<file path="src/rtl/dmem_arbiter.sv">
// ============================================================================
// Module   : dmem_arbiter
// Purpose  : Two-requester round-robin arbiter and sequencer in front of the
//            single-port 256-byte data RAM. One request is granted at a time,
//            the RAM command is driven for exactly one cycle, and a one-cycle
//            response pulse is returned to the granted requester.
// Revision : 1.0 - initial release
//
// Parameters
//   ADDR_W  byte-address width (matches RAM address)
//   DATA_W  data width
//
// Ports
//   i_clk, i_rst          clock, asynchronous active-low reset
//   i_a_* / o_a_*         port A (core load/store unit)
//                         valid/ready request handshake, we, funct3, addr,
//                         wdata; rsp_valid pulse with rdata
//   i_b_* / o_b_*         port B (debug/DMA loader), same set as port A
//   o_mem_wren            RAM write enable (ACCESS cycle only)
//   o_mem_funct3          RAM access size
//   o_mem_address         RAM byte address
//   o_mem_data            RAM write data
//   i_mem_rdata           RAM combinational read data
//
// Build option
//   DMEM_ARB_LOAD_EXT_EN  when defined, load responses are sign/zero-extended
//                         according to the latched funct3 (RV32 semantics);
//                         otherwise the raw captured RAM word is returned.
// ============================================================================
`default_nettype none

module dmem_arbiter #(
    parameter int ADDR_W = 8,
    parameter int DATA_W = 32
) (
    input  logic              i_clk,
    input  logic              i_rst,

    input  logic              i_a_valid,
    output logic              o_a_ready,
    input  logic              i_a_we,
    input  logic [2:0]        i_a_funct3,
    input  logic [ADDR_W-1:0] i_a_addr,
    input  logic [DATA_W-1:0] i_a_wdata,
    output logic              o_a_rsp_valid,
    output logic [DATA_W-1:0] o_a_rdata,

    input  logic              i_b_valid,
    output logic              o_b_ready,
    input  logic              i_b_we,
    input  logic [2:0]        i_b_funct3,
    input  logic [ADDR_W-1:0] i_b_addr,
    input  logic [DATA_W-1:0] i_b_wdata,
    output logic              o_b_rsp_valid,
    output logic [DATA_W-1:0] o_b_rdata,

    output logic              o_mem_wren,
    output logic [2:0]        o_mem_funct3,
    output logic [ADDR_W-1:0] o_mem_address,
    output logic [DATA_W-1:0] o_mem_data,
    input  logic [DATA_W-1:0] i_mem_rdata
);

    localparam logic [1:0] c_ST_IDLE   = 2'd0;
    localparam logic [1:0] c_ST_ACCESS = 2'd1;
    localparam logic [1:0] c_ST_RESP   = 2'd2;

    typedef enum logic [1:0] {
        ST_IDLE   = c_ST_IDLE,
        ST_ACCESS = c_ST_ACCESS,
        ST_RESP   = c_ST_RESP
    } state_t;

    localparam logic c_PORT_A = 1'b0;
    localparam logic c_PORT_B = 1'b1;

    state_t              r_state_q,      w_state_d;
    logic                r_last_grant_q, w_last_grant_d;
    logic                r_cmd_we_q,     w_cmd_we_d;
    logic [2:0]          r_cmd_funct3_q, w_cmd_funct3_d;
    logic [ADDR_W-1:0]   r_cmd_addr_q,   w_cmd_addr_d;
    logic [DATA_W-1:0]   r_cmd_wdata_q,  w_cmd_wdata_d;
    logic                r_cmd_id_q,     w_cmd_id_d;
    logic [DATA_W-1:0]   r_a_rdata_q,    w_a_rdata_d;
    logic [DATA_W-1:0]   r_b_rdata_q,    w_b_rdata_d;

    logic                w_can_accept;
    logic                w_grant_a;
    logic                w_grant_b;
    logic                w_accept;
    logic                w_store_en;
    logic [DATA_W-1:0]   w_load_data;
    logic [DATA_W-1:0]   w_rsp_data;

    // ------------------------------------------------------------------
    // Arbitration. Ready is held low while reset is asserted so no request
    // appears accepted during reset. On a tie the port that did not win
    // last time is granted.
    // ------------------------------------------------------------------
    always_comb begin
        w_can_accept = i_rst && ((r_state_q == ST_IDLE) || (r_state_q == ST_RESP));
        w_grant_a    = w_can_accept && i_a_valid &&
                       (!i_b_valid || (r_last_grant_q == c_PORT_B));
        w_grant_b    = w_can_accept && i_b_valid &&
                       (!i_a_valid || (r_last_grant_q == c_PORT_A));
        w_accept     = w_grant_a || w_grant_b;
    end

    // Sizes other than byte/half/word are acknowledged but never written.
    always_comb begin
        w_store_en = r_cmd_we_q &&
                     ((r_cmd_funct3_q == 3'b000) ||
                      (r_cmd_funct3_q == 3'b001) ||
                      (r_cmd_funct3_q == 3'b010));
    end

    // Load data formatting applied while capturing the RAM word.
    always_comb begin
        w_load_data = i_mem_rdata;
`ifdef DMEM_ARB_LOAD_EXT_EN
        case (r_cmd_funct3_q)
            3'b000:  w_load_data = {{(DATA_W-8){i_mem_rdata[7]}},   i_mem_rdata[7:0]};
            3'b001:  w_load_data = {{(DATA_W-16){i_mem_rdata[15]}}, i_mem_rdata[15:0]};
            3'b100:  w_load_data = {{(DATA_W-8){1'b0}},             i_mem_rdata[7:0]};
            3'b101:  w_load_data = {{(DATA_W-16){1'b0}},            i_mem_rdata[15:0]};
            default: w_load_data = i_mem_rdata;
        endcase
`endif
        w_rsp_data = r_cmd_we_q ? '0 : w_load_data;
    end

    // ------------------------------------------------------------------
    // Next-state logic
    // ------------------------------------------------------------------
    always_comb begin
        w_state_d      = r_state_q;
        w_last_grant_d = r_last_grant_q;
        w_cmd_we_d     = r_cmd_we_q;
        w_cmd_funct3_d = r_cmd_funct3_q;
        w_cmd_addr_d   = r_cmd_addr_q;
        w_cmd_wdata_d  = r_cmd_wdata_q;
        w_cmd_id_d     = r_cmd_id_q;
        w_a_rdata_d    = r_a_rdata_q;
        w_b_rdata_d    = r_b_rdata_q;

        case (r_state_q)
            ST_IDLE, ST_RESP: begin
                w_state_d = w_accept ? ST_ACCESS : ST_IDLE;
            end
            ST_ACCESS: begin
                w_state_d = ST_RESP;
                // Each port has its own rdata register so a port's last
                // response stays visible while the other port is served.
                if (r_cmd_id_q == c_PORT_A) begin
                    w_a_rdata_d = w_rsp_data;
                end else begin
                    w_b_rdata_d = w_rsp_data;
                end
            end
            default: begin
                w_state_d = ST_IDLE;
            end
        endcase

        if (w_accept) begin
            w_last_grant_d = w_grant_b ? c_PORT_B : c_PORT_A;
            w_cmd_id_d     = w_grant_b ? c_PORT_B : c_PORT_A;
            w_cmd_we_d     = w_grant_b ? i_b_we     : i_a_we;
            w_cmd_funct3_d = w_grant_b ? i_b_funct3 : i_a_funct3;
            w_cmd_addr_d   = w_grant_b ? i_b_addr   : i_a_addr;
            w_cmd_wdata_d  = w_grant_b ? i_b_wdata  : i_a_wdata;
        end
    end

    // ------------------------------------------------------------------
    // Outputs: RAM command only in ACCESS, response pulse only in RESP.
    // ------------------------------------------------------------------
    always_comb begin
        o_a_ready     = w_grant_a;
        o_b_ready     = w_grant_b;
        o_a_rsp_valid = 1'b0;
        o_b_rsp_valid = 1'b0;
        o_a_rdata     = r_a_rdata_q;
        o_b_rdata     = r_b_rdata_q;
        o_mem_wren    = 1'b0;
        o_mem_funct3  = 3'b000;
        o_mem_address = '0;
        o_mem_data    = '0;

        if (r_state_q == ST_ACCESS) begin
            o_mem_wren    = w_store_en;
            o_mem_funct3  = r_cmd_funct3_q;
            o_mem_address = r_cmd_addr_q;
            o_mem_data    = r_cmd_wdata_q;
        end

        if (r_state_q == ST_RESP) begin
            o_a_rsp_valid = (r_cmd_id_q == c_PORT_A);
            o_b_rsp_valid = (r_cmd_id_q == c_PORT_B);
        end
    end

    // ------------------------------------------------------------------
    // State registers. last_grant resets to B so A wins the first contest.
    // ------------------------------------------------------------------
    always_ff @(posedge i_clk or negedge i_rst) begin
        if (!i_rst) begin
            r_state_q      <= ST_IDLE;
            r_last_grant_q <= c_PORT_B;
            r_cmd_we_q     <= 1'b0;
            r_cmd_funct3_q <= 3'b000;
            r_cmd_addr_q   <= '0;
            r_cmd_wdata_q  <= '0;
            r_cmd_id_q     <= c_PORT_A;
            r_a_rdata_q    <= '0;
            r_b_rdata_q    <= '0;
        end else begin
            r_state_q      <= w_state_d;
            r_last_grant_q <= w_last_grant_d;
            r_cmd_we_q     <= w_cmd_we_d;
            r_cmd_funct3_q <= w_cmd_funct3_d;
            r_cmd_addr_q   <= w_cmd_addr_d;
            r_cmd_wdata_q  <= w_cmd_wdata_d;
            r_cmd_id_q     <= w_cmd_id_d;
            r_a_rdata_q    <= w_a_rdata_d;
            r_b_rdata_q    <= w_b_rdata_d;
        end
    end

endmodule

`default_nettype wire

</file>
<file path="config.mk">
export PLATFORM = sky130hd
export DESIGN_NAME = dmem_arbiter
export DESIGN_NICKNAME = d
export VERILOG_FILES = /design/src/rtl/dmem_arbiter.sv
export SDC_FILE = /design/constraint.sdc
export NUM_CORES = 1
export LEC_CHECK = 0
export BUFFER_PORTS_ARGS = -buffer_cell sky130_fd_sc_hd__buf_2
export CAP_MARGIN = 25
export CORE_MARGIN = 8
export CORE_UTILIZATION = 48
export DETAILED_ROUTE_END_ITERATION = 12
export HOLD_SLACK_MARGIN = 0.12
export PLACE_DENSITY = 0.92
export SYNTH_ARGS = -nofsm -noshare
export SYNTH_HDL_FRONTEND = slang
export SYNTH_SLANG_ARGS = --single-unit
</file>
<file path="constraint.sdc">
create_clock -name i_clk -period 1.8 [get_ports i_clk]
set_input_delay 0.36 -clock i_clk [delete_from_list [all_inputs] [get_ports i_clk]]
set_output_delay 0.36 -clock i_clk [all_outputs]
set_load 0.005 [all_outputs]
</file>
## Word level (Yosys, flattened, before mapping)

Cells that the tools add are included.

| cells by class | value |
|---|---|
| bitwise logic cells | 2 |
| eq/ne operators | 4 |
| reductions and logical operators | 19 |
| multiplexer cells | 14 |

Operators by type and width:

| kind | number |
|---|---|
| 2-to-1 mux 32 bit | 3 |
| 2-to-1 mux 8 bit | 2 |
| logical AND 1 bit | 6 |
| logical OR 1 bit | 6 |
| 2-to-1 mux 1 bit | 6 |
| 2-to-1 mux 3 bit | 2 |
| case mux 2 bit (2 select lines) | 1 |
| AND reduction 2 bit | 2 |
| == test 3 x 1 -> 1 bit, second input constant | 1 |
| == test 3 x 2 -> 1 bit, second input constant | 1 |
| zero test 3 bit | 1 |
| == test 2 x 1 -> 1 bit, second input constant | 1 |
| == test 2 bit, second input constant | 1 |
| zero test 1 bit | 2 |
| zero test 2 bit | 1 |
| inverter 1 bit | 2 |
| OR reduction 2 bit | 1 |

| word-level totals | value |
|---|---|
| output and inout bits | 112 |
| input port bits | 124 |
| flip-flop bits (word level) | 112 |

## Longest topological paths before layout

Gate-level depths: netlist (run 1).

| logic depth | value |
|---|---|
| depth after elaboration | 8 |
| depth in mapped cells | 5 |
| mapped depth without buffers | 3 |

## Least setup slack after synthesis (run 1)

No wires, ideal clock.

| timing path | value |
|---|---|
| path kind | flip-flop to output port |
| from | register r_state_q[0] |
| to | output port o_mem_data[0] |
| path buffers | 2 |
| data arrival time | 1107 ps |
| stages on the path, launching flop included | 5 |
| path slack | 333 ps |
| path through | dfrtp_1 -> nor2b_1 -> clkbuf_1 -> clkbuf_1 -> and2_1 |

| on the way | value |
|---|---|
| word-level cells in the longest chain between the ends | 2 |

RTL lines:

| item | RTL line | source |
|---|---|---|
| start: declaration | 77 | `state_t r_state_q, w_state_d;` |
| start signal: assignment | 218 | `r_state_q <= w_state_d;` |
| == test 2 x 1 -> 1 bit | 190 | `if (r_state_q == ST_ACCESS) begin` |
| 2-to-1 mux 32 bit | 190 |  |
| end: declaration | 60 | `output logic [DATA_W-1:0] o_mem_data,` |

Every way passes these cells.

## Worst setup path in the final report (run 1)

| timing path | value |
|---|---|
| from | register r_state_q[1] |
| to | output port o_mem_wren |

| on the way | value |
|---|---|
| word-level cells in the longest chain between the ends | 2 |

RTL lines:

| item | RTL line | source |
|---|---|---|
| == test 2 x 1 -> 1 bit | 190 |  |
| 2-to-1 mux 1 bit | 190 |  |
| end: declaration | 57 | `output logic o_mem_wren,` |

Every way passes these cells.

==> results of run 1 <==
stage by stage:
stage	hold WS, ps	area (um2)	power (mW)	utilization, %	setup TNS, ps
floorplan	64.4	5390	5.01	-	0
global placement	455	6730	6.21	61.8	0
detailed placement	461	6730	6.34	61.8	0
CTS	229	6980	7.95	64.1	-622
global route	226	7070	8.44	64.9	-2860
finish	241	7070	7.90	64.9	-61.6
cells in the mapped netlist, types with 3 or more instances:
| cell type | n |
|---|---|
| sky130_fd_sc_hd__and2_1 | 43 |
| sky130_fd_sc_hd__buf_1 | 5 |
| sky130_fd_sc_hd__buf_2 | 6 |
| sky130_fd_sc_hd__buf_6 | 7 |
| sky130_fd_sc_hd__clkbuf_1 | 34 |
| sky130_fd_sc_hd__dfrtp_1 | 111 |
| sky130_fd_sc_hd__inv_1 | 46 |
| sky130_fd_sc_hd__nand2_1 | 66 |
| sky130_fd_sc_hd__nand2b_1 | 33 |
| sky130_fd_sc_hd__nor2_1 | 3 |
| sky130_fd_sc_hd__o2111ai_1 | 44 |
| sky130_fd_sc_hd__o211ai_1 | 44 |
| sky130_fd_sc_hd__o21ai_0 | 74 |
| sky130_fd_sc_hd__o21ai_1 | 15 |
| sky130_fd_sc_hd__o21ai_2 | 20 |
power breakdown:
part / internal [mW] / switching [mW]
clock: 0.705 / 0.887
sequential: 3.33 / 0.445
combinational: 1.19 / 1.35
final timing paths:
kind	start	end	slack, ps	cells past startpoint
worst min register to register	o_a_rdata[4]$_DFFE_PN0P_	o_a_rdata[4]$_DFFE_PN0P_	480	2
worst max register to register	r_state_q[0]$_DFF_PN0_	o_a_rdata[1]$_DFFE_PN0P_	210	5
worst max-delay path	r_state_q[1]$_DFF_PN0_	o_mem_wren	-30	5
max in group asynchronous	i_rst	o_a_rdata[1]$_DFFE_PN0P_	570	4
min in group asynchronous	i_rst	r_cmd_addr_q[2]$_DFFE_PN0P_	610	3
worst min-delay path	i_b_wdata[30]	r_cmd_wdata_q[30]$_DFFE_PN0P_	240	3
metal layers:
metal	global-route usage (%)	wire length [um]	share of wire [%]	up-vias
met5	0	0	0	-
met4	7.86	299	1.8	0
met3	8.14	1930	11	25
met2	36.3	8160	48	250
met1	26.1	6560	39	2442
li1	-	-	-	2424
worst max-delay path, delay by kind of cell (launching register included):
kind / cells / cell delay, ps
flip-flops: 1 / 430
AND/OR/NAND/NOR: 2 / 300
buffers and inverters: 2 / 290
AO/OA/AOI/OAI: 1 / 110
cells by family (layout without fill, tap and decap cells):
group,after synthesis,in the layout,share of synthesized area [%]
AOI/OAI and AO/OA,200,200,25.2
buffers and inverters,100,329,8.10
DFF,112,112,52.0
other,0,2,0
and+or+nand+nor,153,153,14.7
state kept, by name, indices dropped and copies added (netlist names):
name,count
o_a_rdata,32
r_cmd_id_q,1
r_cmd_addr_q,8
r_cmd_we_q,1
r_state_q,2
r_cmd_funct3_q,3
o_b_rdata,32
r_cmd_wdata_q,32
r_last_grant_q,1
cell type report:
type,count,area [um2]
clock buffer,10,138
tap,140,175
inverter,47,176
multi-input combinational,353,2180
sequential,112,2810
timing repair buffer,266,1520
fill,865,3820
clock inverter,6,73.8
antenna,2,5.00
repair_timing:
| action | in CTS | in global routing |
|---|---|---|
| hold endpoints to repair | 31 | 30 |
| setup endpoints to repair | 45 | 46 |
| hold buffers | 1 | 1 |
| resized for setup | 1 | 8 |
| cloned | 0 | 2 |
| buffers inserted | 3 | 2 |
==> impl_summary.md, run 1 <==
Logic synthesis
Synthesis inferred 112 register bits. The netlist uses 26 different library cells. The cell accounting for the most synthesized area is sky130_fd_sc_hd__dfrtp_1. For this run, the leading register cell type out of synthesis is sky130_fd_sc_hd__dfrtp_1. The net count of the mapped netlist is a little under 700. After synthesis, the cell types taking the most area are sky130_fd_sc_hd__dfrtp_1 52%, sky130_fd_sc_hd__o2111ai_1 7.1%, sky130_fd_sc_hd__o21ai_0 6.9%, sky130_fd_sc_hd__o211ai_1 6.1%, sky130_fd_sc_hd__and2_1 5.0%. The share of synthesized registers carrying an async set or reset is 100%. The count of synthesis-stage warnings from yosys is 0. The synthesized netlist occupies a cell area of 5390 um2. After synthesis, the largest area contributor takes up between 50% and 60% of total cell area.

The sequential share of the synthesized area is between 50% and 60%. The gate count of the mapped netlist is roughly 570. Each instance of the synthesized netlist takes up on average ~9.5 um2. In this run, synthesis inferred 0 flip-flops with an integrated enable.

Finish
The number of nets in the layout is 913. The post-route netlist has about 40% of its cells at a drive strength greater than 1. The count of cells in the finished layout, fillers not included, comes to between 900 and 1000.

The library cell used most frequently in the layout, excluding fill and tap cells, is sky130_fd_sc_hd__buf_2. The synthesis-to-finish area growth is 31.1%. In the layout the commonest cells are 235 x sky130_fd_sc_hd__buf_2, 110 x sky130_fd_sc_hd__dfrtp_1, 74 x sky130_fd_sc_hd__o21ai_0, 66 x sky130_fd_sc_hd__nand2_1, 46 x sky130_fd_sc_hd__inv_1.

Placed design
The worst slack after detailed placement is around 210 ps. The cell count after placement is ~900. At the end of routability-driven placement, the weighted congestion stood at around 0.8.

Input and output buffers added on the ports amount to 235. Summed over all nets, the half-perimeter wirelength after detailed placement is 12.4 mm.

Worst setup path
STA classifies the critical path startpoint as a register. The worst setup path is of the register to primary output kind. The critical path data required time is about 1400 ps. Walking the worst path, the cells encountered are nor2b_4 > buf_6 > nand3b_1 > a21oi_1 > buf_2.

The peak fanout along the critical path is 5. The worst setup path is captured at a primary output. The data arrival time of the worst path is between 1000 and 1500 ps. The critical path's slowest cell is sky130_fd_sc_hd__dfrtp_1.

The peak per-stage delay on the critical path is between 400 and 500 ps.

Floorplanning
The core area is about 11000 um2. The die area is 14900 um2. The overall die width is around 120 um. The starting density of the core is between 40% and 50%.

The row count is 38. In this run the count of I/O pins placed on the die edge is ~240. The vertical die dimension is between 100 and 150 um.

Clocking
The cell at the root of the clock tree is sky130_fd_sc_hd__clkbuf_8. The insertion delay of the later-clocked pin in the worst-skew pair is roughly 370 ps. The number of sinks handled by clock tree synthesis is ~110. The maximum buffer depth of the clock tree is 2.

The H-tree level count is 3. The total CTS buffers is 9. The TritonCTS clock tree is built.

After clock tree synthesis, the clock-pin slew on the worst setup and hold paths is between 100 and 150 ps.

GRT
The first global-routing pass estimated 26.5 mm of wire. The initial antenna violation count is 2. Global routing used roughly 22% of the available tracks across all layers.

The via count of the first global-routing pass is between 5000 and 6000. The maximum number of pins on one net before global-route repair is slightly above 80. For this run the aggregate overflow at the end of global routing stands at 0.

STA
At the pin with the least slew margin, the transition time is roughly 440 ps. The maximum operating frequency is 547 MHz. Counting I/O delays and the setup requirement, the final critical path takes 1830 ps. The max-slew violation count is 0. The final hold violation count is 0. The least setup slack across all paths after layout is -26.8 ps. The post-route fraction of the period consumed by the critical path is 101%.

Setup repair after global routing could not meet its margin everywhere. The total of endpoints with negative setup slack in the final report is 7. Between clock sinks in the finished design, the worst skew comes to between 20 and 25 ps. The headroom to the max-slew limit is a little over 70%.

Run status
The run finished, with violations left. The final reports fail on setup timing.

Min path
The worst hold path class is primary input to register.

Power and ir drop
The power per cell area is 1120 nW/um2. VDD sags by at most about 0.61 mV. The static leakage is between 3 and 4 nW.

Flow run
Max-cap violations in this run came to 0.

Route
Summed over all layers, the routed wires come to roughly 17 mm. The count of TritonRoute iterations in the first routing pass is 5. The final routed DRC violation total is 0. The final routed wire length divided by cell count is 18.1 um. The number of DRC violations after detailed-routing iteration 0 is approximately 380. Dividing the detail-routed via count by the number of cells gives around 5.5. The detail route stage leaves a number of antenna-violating nets equal to 0. The total number of vias is 5141.
(Power assumes the default switching activity.)
==> run 2: changes to the inputs <==
Clock period 1.8 ns to 1.97 ns, I/O delays scaled along.
==> run 2 against run 1 <==
Effect of this change: the run now ends clean; clock power fell by 6%; register-to-register slack gained 110 ps; hold slack lost 120 ps; critical path type unchanged.
==> impl_summary.md, run 2 (synthesized netlist as in run 1, its figures left out) <==
Route
The count of TritonRoute iterations in the first routing pass is 6 (was 5). The number of nets still failing antenna checks after routing is 0 (unchanged). The total wire length after detailed routing is 17.0 mm (was 16.9 mm).

The number of DRC violations after detailed-routing iteration 0 is 519 (was 377). The average via count per standard cell came to 5.52 (was 5.49). The final routed wire length divided by cell count was 18.3 um (was 18.1 um).

The total number of vias is 5129 (was 5141). The final routed DRC violation total is 0 (unchanged).

Floorplanning
The overall die width was 122 um (unchanged). The vertical die dimension came to 122 um (unchanged). The core area was 10900 um2 (unchanged). The starting density of the core is 49.5% (unchanged).

The number of top-level design ports is 236 (unchanged). The row count is 38 (unchanged). The die area is 14900 um2 (unchanged).

Clocking
The insertion delay of the later-clocked pin in the worst-skew pair is 360 ps (was 370 ps). The total CTS buffers was 9 (unchanged). The TritonCTS clock tree is built (unchanged).

The number of sinks handled by clock tree synthesis is 112 (unchanged). The clock transition at the register clock pins on the worst setup and hold paths after CTS came to 120 ps (about the same). The maximum buffer depth of the clock tree is 2 (unchanged). The cell at the root of the clock tree is sky130_fd_sc_hd__clkbuf_8 (unchanged). The H-tree level count is 3 (unchanged).

GRT
The total global routing overflow is 0 (unchanged). The initial antenna violation count came to 1 (was 2). The maximum number of pins on one net before global-route repair is 112 (was 81). The global-route usage over all layers was 21.8% (was 22.1%). The wire length of the first global-routing pass was 26.1 mm (was 26.5 mm).

The via count of the first global-routing pass came to 5089 (was 5234).

Finish
The core occupancy in the finished layout came to 65.0% (was 64.9%). The number of nets in the layout is 907 (was 913). The non-filler instance count after layout came to 929 (was 936).

Commonest cells after routing, fill and taps aside: 234 x sky130_fd_sc_hd__buf_2, 111 x sky130_fd_sc_hd__dfrtp_1, 74 x sky130_fd_sc_hd__o21ai_0, 66 x sky130_fd_sc_hd__nand2_1, 46 x sky130_fd_sc_hd__inv_1 (was 235 x sky130_fd_sc_hd__buf_2, 110 x sky130_fd_sc_hd__dfrtp_1, 74 x sky130_fd_sc_hd__o21ai_0, 66 x sky130_fd_sc_hd__nand2_1, 46 x sky130_fd_sc_hd__inv_1). The most common cell after layout, fill and taps aside is sky130_fd_sc_hd__buf_2 (unchanged). The synthesis-to-finish area growth is 31.2% (was 31.1%). The share of cells above drive strength 1 is 38.3% (was 38.9%).

Placed design
The worst slack after detailed placement is 440 ps (was 207 ps). The cell count after placement is 905 (was 908). The placed wire-length estimate after detailed placement is 12.1 mm (was 12.4 mm). The routability-driven placement congestion ratio is 0.818 (was 0.798). The count of port buffers added during placement came to 235 (unchanged).

STA
The final hold violation count is 0 (unchanged). The worst-case clock skew came to 16.1 ps (was 21.3 ps). The routed design could run at a clock period as short as 1920 ps. The least setup slack across all paths after layout is 45.8 ps (was -26.8 ps). Setup repair after global routing missed its margin: yes (unchanged). The post-route fraction of the period consumed by the critical path is 97.7%. The setup TNS after final layout came to 0 ps (was -61.6 ps). The slew at the pin closest to its max-slew limit is 608 ps (was 438 ps). The headroom to the max-slew limit is 59.5% (was 70.8%).

The max-slew violation count came to 0 (unchanged). The maximum operating frequency is a little over 500 MHz. The total of endpoints with negative setup slack in the final report was 0 (was 7). The worst slack on hold paths is 117 ps (was 241 ps).

Power and ir drop
The static leakage is 3.64 nW (was 3.65 nW). The maximum vdd ir drop is 0.563 mV (was 0.612 mV). The power per cell area came to 1020 nW/um2 (was 1120 nW/um2).

Flow run
The number of maximum-capacitance violations is 0 (unchanged).

Worst setup path
The number of cells traversed by the worst register-to-register path is 5 (unchanged). The classification of the worst setup path is register to primary output (unchanged). The data arrival time of the worst path is 1530 ps (was 1470 ps). The destination of the worst register-to-register timing path is o_a_rdata[1]$_DFFE_PN0P_ (unchanged). The worst setup slack for register-to-register paths is 320 ps (was 210 ps). The peak fanout along the critical path is 6 (was 5).

The startpoint of the most critical register-to-register path is r_state_q[1]$_DFF_PN0_ (was r_state_q[0]$_DFF_PN0_). The critical path data required time is 1580 ps (was 1440 ps). The kind of launch point of the worst setup path is a register (unchanged).

The endpoint type of the worst setup path is a primary output (unchanged).

Run status
Status: finished, final reports clean (was complete, but fails checks).

Min path
The worst hold path class was primary input to async pin (was primary input to register).
==> run 2: worst max path at each step <==
stage                                 startpoint                     endpoint  slack [ps]
final                     r_state_q[1]$_DFF_PN0_                   o_mem_wren          50
after CTS                 r_state_q[1]$_DFF_PN0_                   o_mem_wren          30
after global routing      r_state_q[1]$_DFF_PN0_                   o_mem_wren         -50
after global placement    r_state_q[0]$_DFF_PN0_  r_cmd_addr_q[4]$_DFFE_PN0P_         470
after detailed placement  r_state_q[1]$_DFF_PN0_                   o_mem_wren         440
after floorplan           r_state_q[0]$_DFF_PN0_                o_mem_data[0]         470
==> run 2: power breakdown <==
part | switching [mW] | internal, mW | leakage [nW]
combinational | 1.22 | 1.08 | 2.12
clock | 0.862 | 0.628 | 0.108
sequential | 0.410 | 3.05 | 1.41
==> run 2: final cells by class <==
class                      count  area [um2]
multi-input combinational    353        2170
sequential                   112        2810
fill                         881        3810
timing repair buffer         260        1510
antenna                        1        2.50
clock buffer                   9         124
inverter                      47         176
tap                          140         175
clock inverter                 7         104
==> run 2: metal layers <==
metal | vias up | GRT usage (%) | routed length, um
met5 | - | 0 | 0
met4 | 0 | 5.86 | 170
met3 | 15 | 8.28 | 2040
met2 | 287 | 35.5 | 8300
met1 | 2424 | 26.4 | 6480
li1 | 2403 | - | -
==> run 2: timing repair <==
item / in CTS / in global routing
setup endpoints to repair: 0 / 3
buffers inserted: 0 / 2
resized for setup: 0 / 3
hold buffers: 1 / 0
endpoints found under the hold margin: 1 / 0
==> run 2: worst max-delay path, stage by stage (launching register included) <==
cell                       delay (ps)
sky130_fd_sc_hd__dfrtp_1          440
sky130_fd_sc_hd__nor2b_4          160
sky130_fd_sc_hd__buf_12           140
sky130_fd_sc_hd__buf_12           110
sky130_fd_sc_hd__nand3b_1          90
sky130_fd_sc_hd__a21oi_2          100
sky130_fd_sc_hd__buf_2            120
==> run 2: through the flow <==
| stage | total power [mW] | instance area, um2 |
|---|---|---|
| after floorplan | 4.58 | 5390 |
| after global placement | 5.66 | 6710 |
| after detailed placement | 5.78 | 6710 |
| after CTS | 7.26 | 6950 |
| after global routing | 7.73 | 7080 |
| final | 7.24 | 7080 |
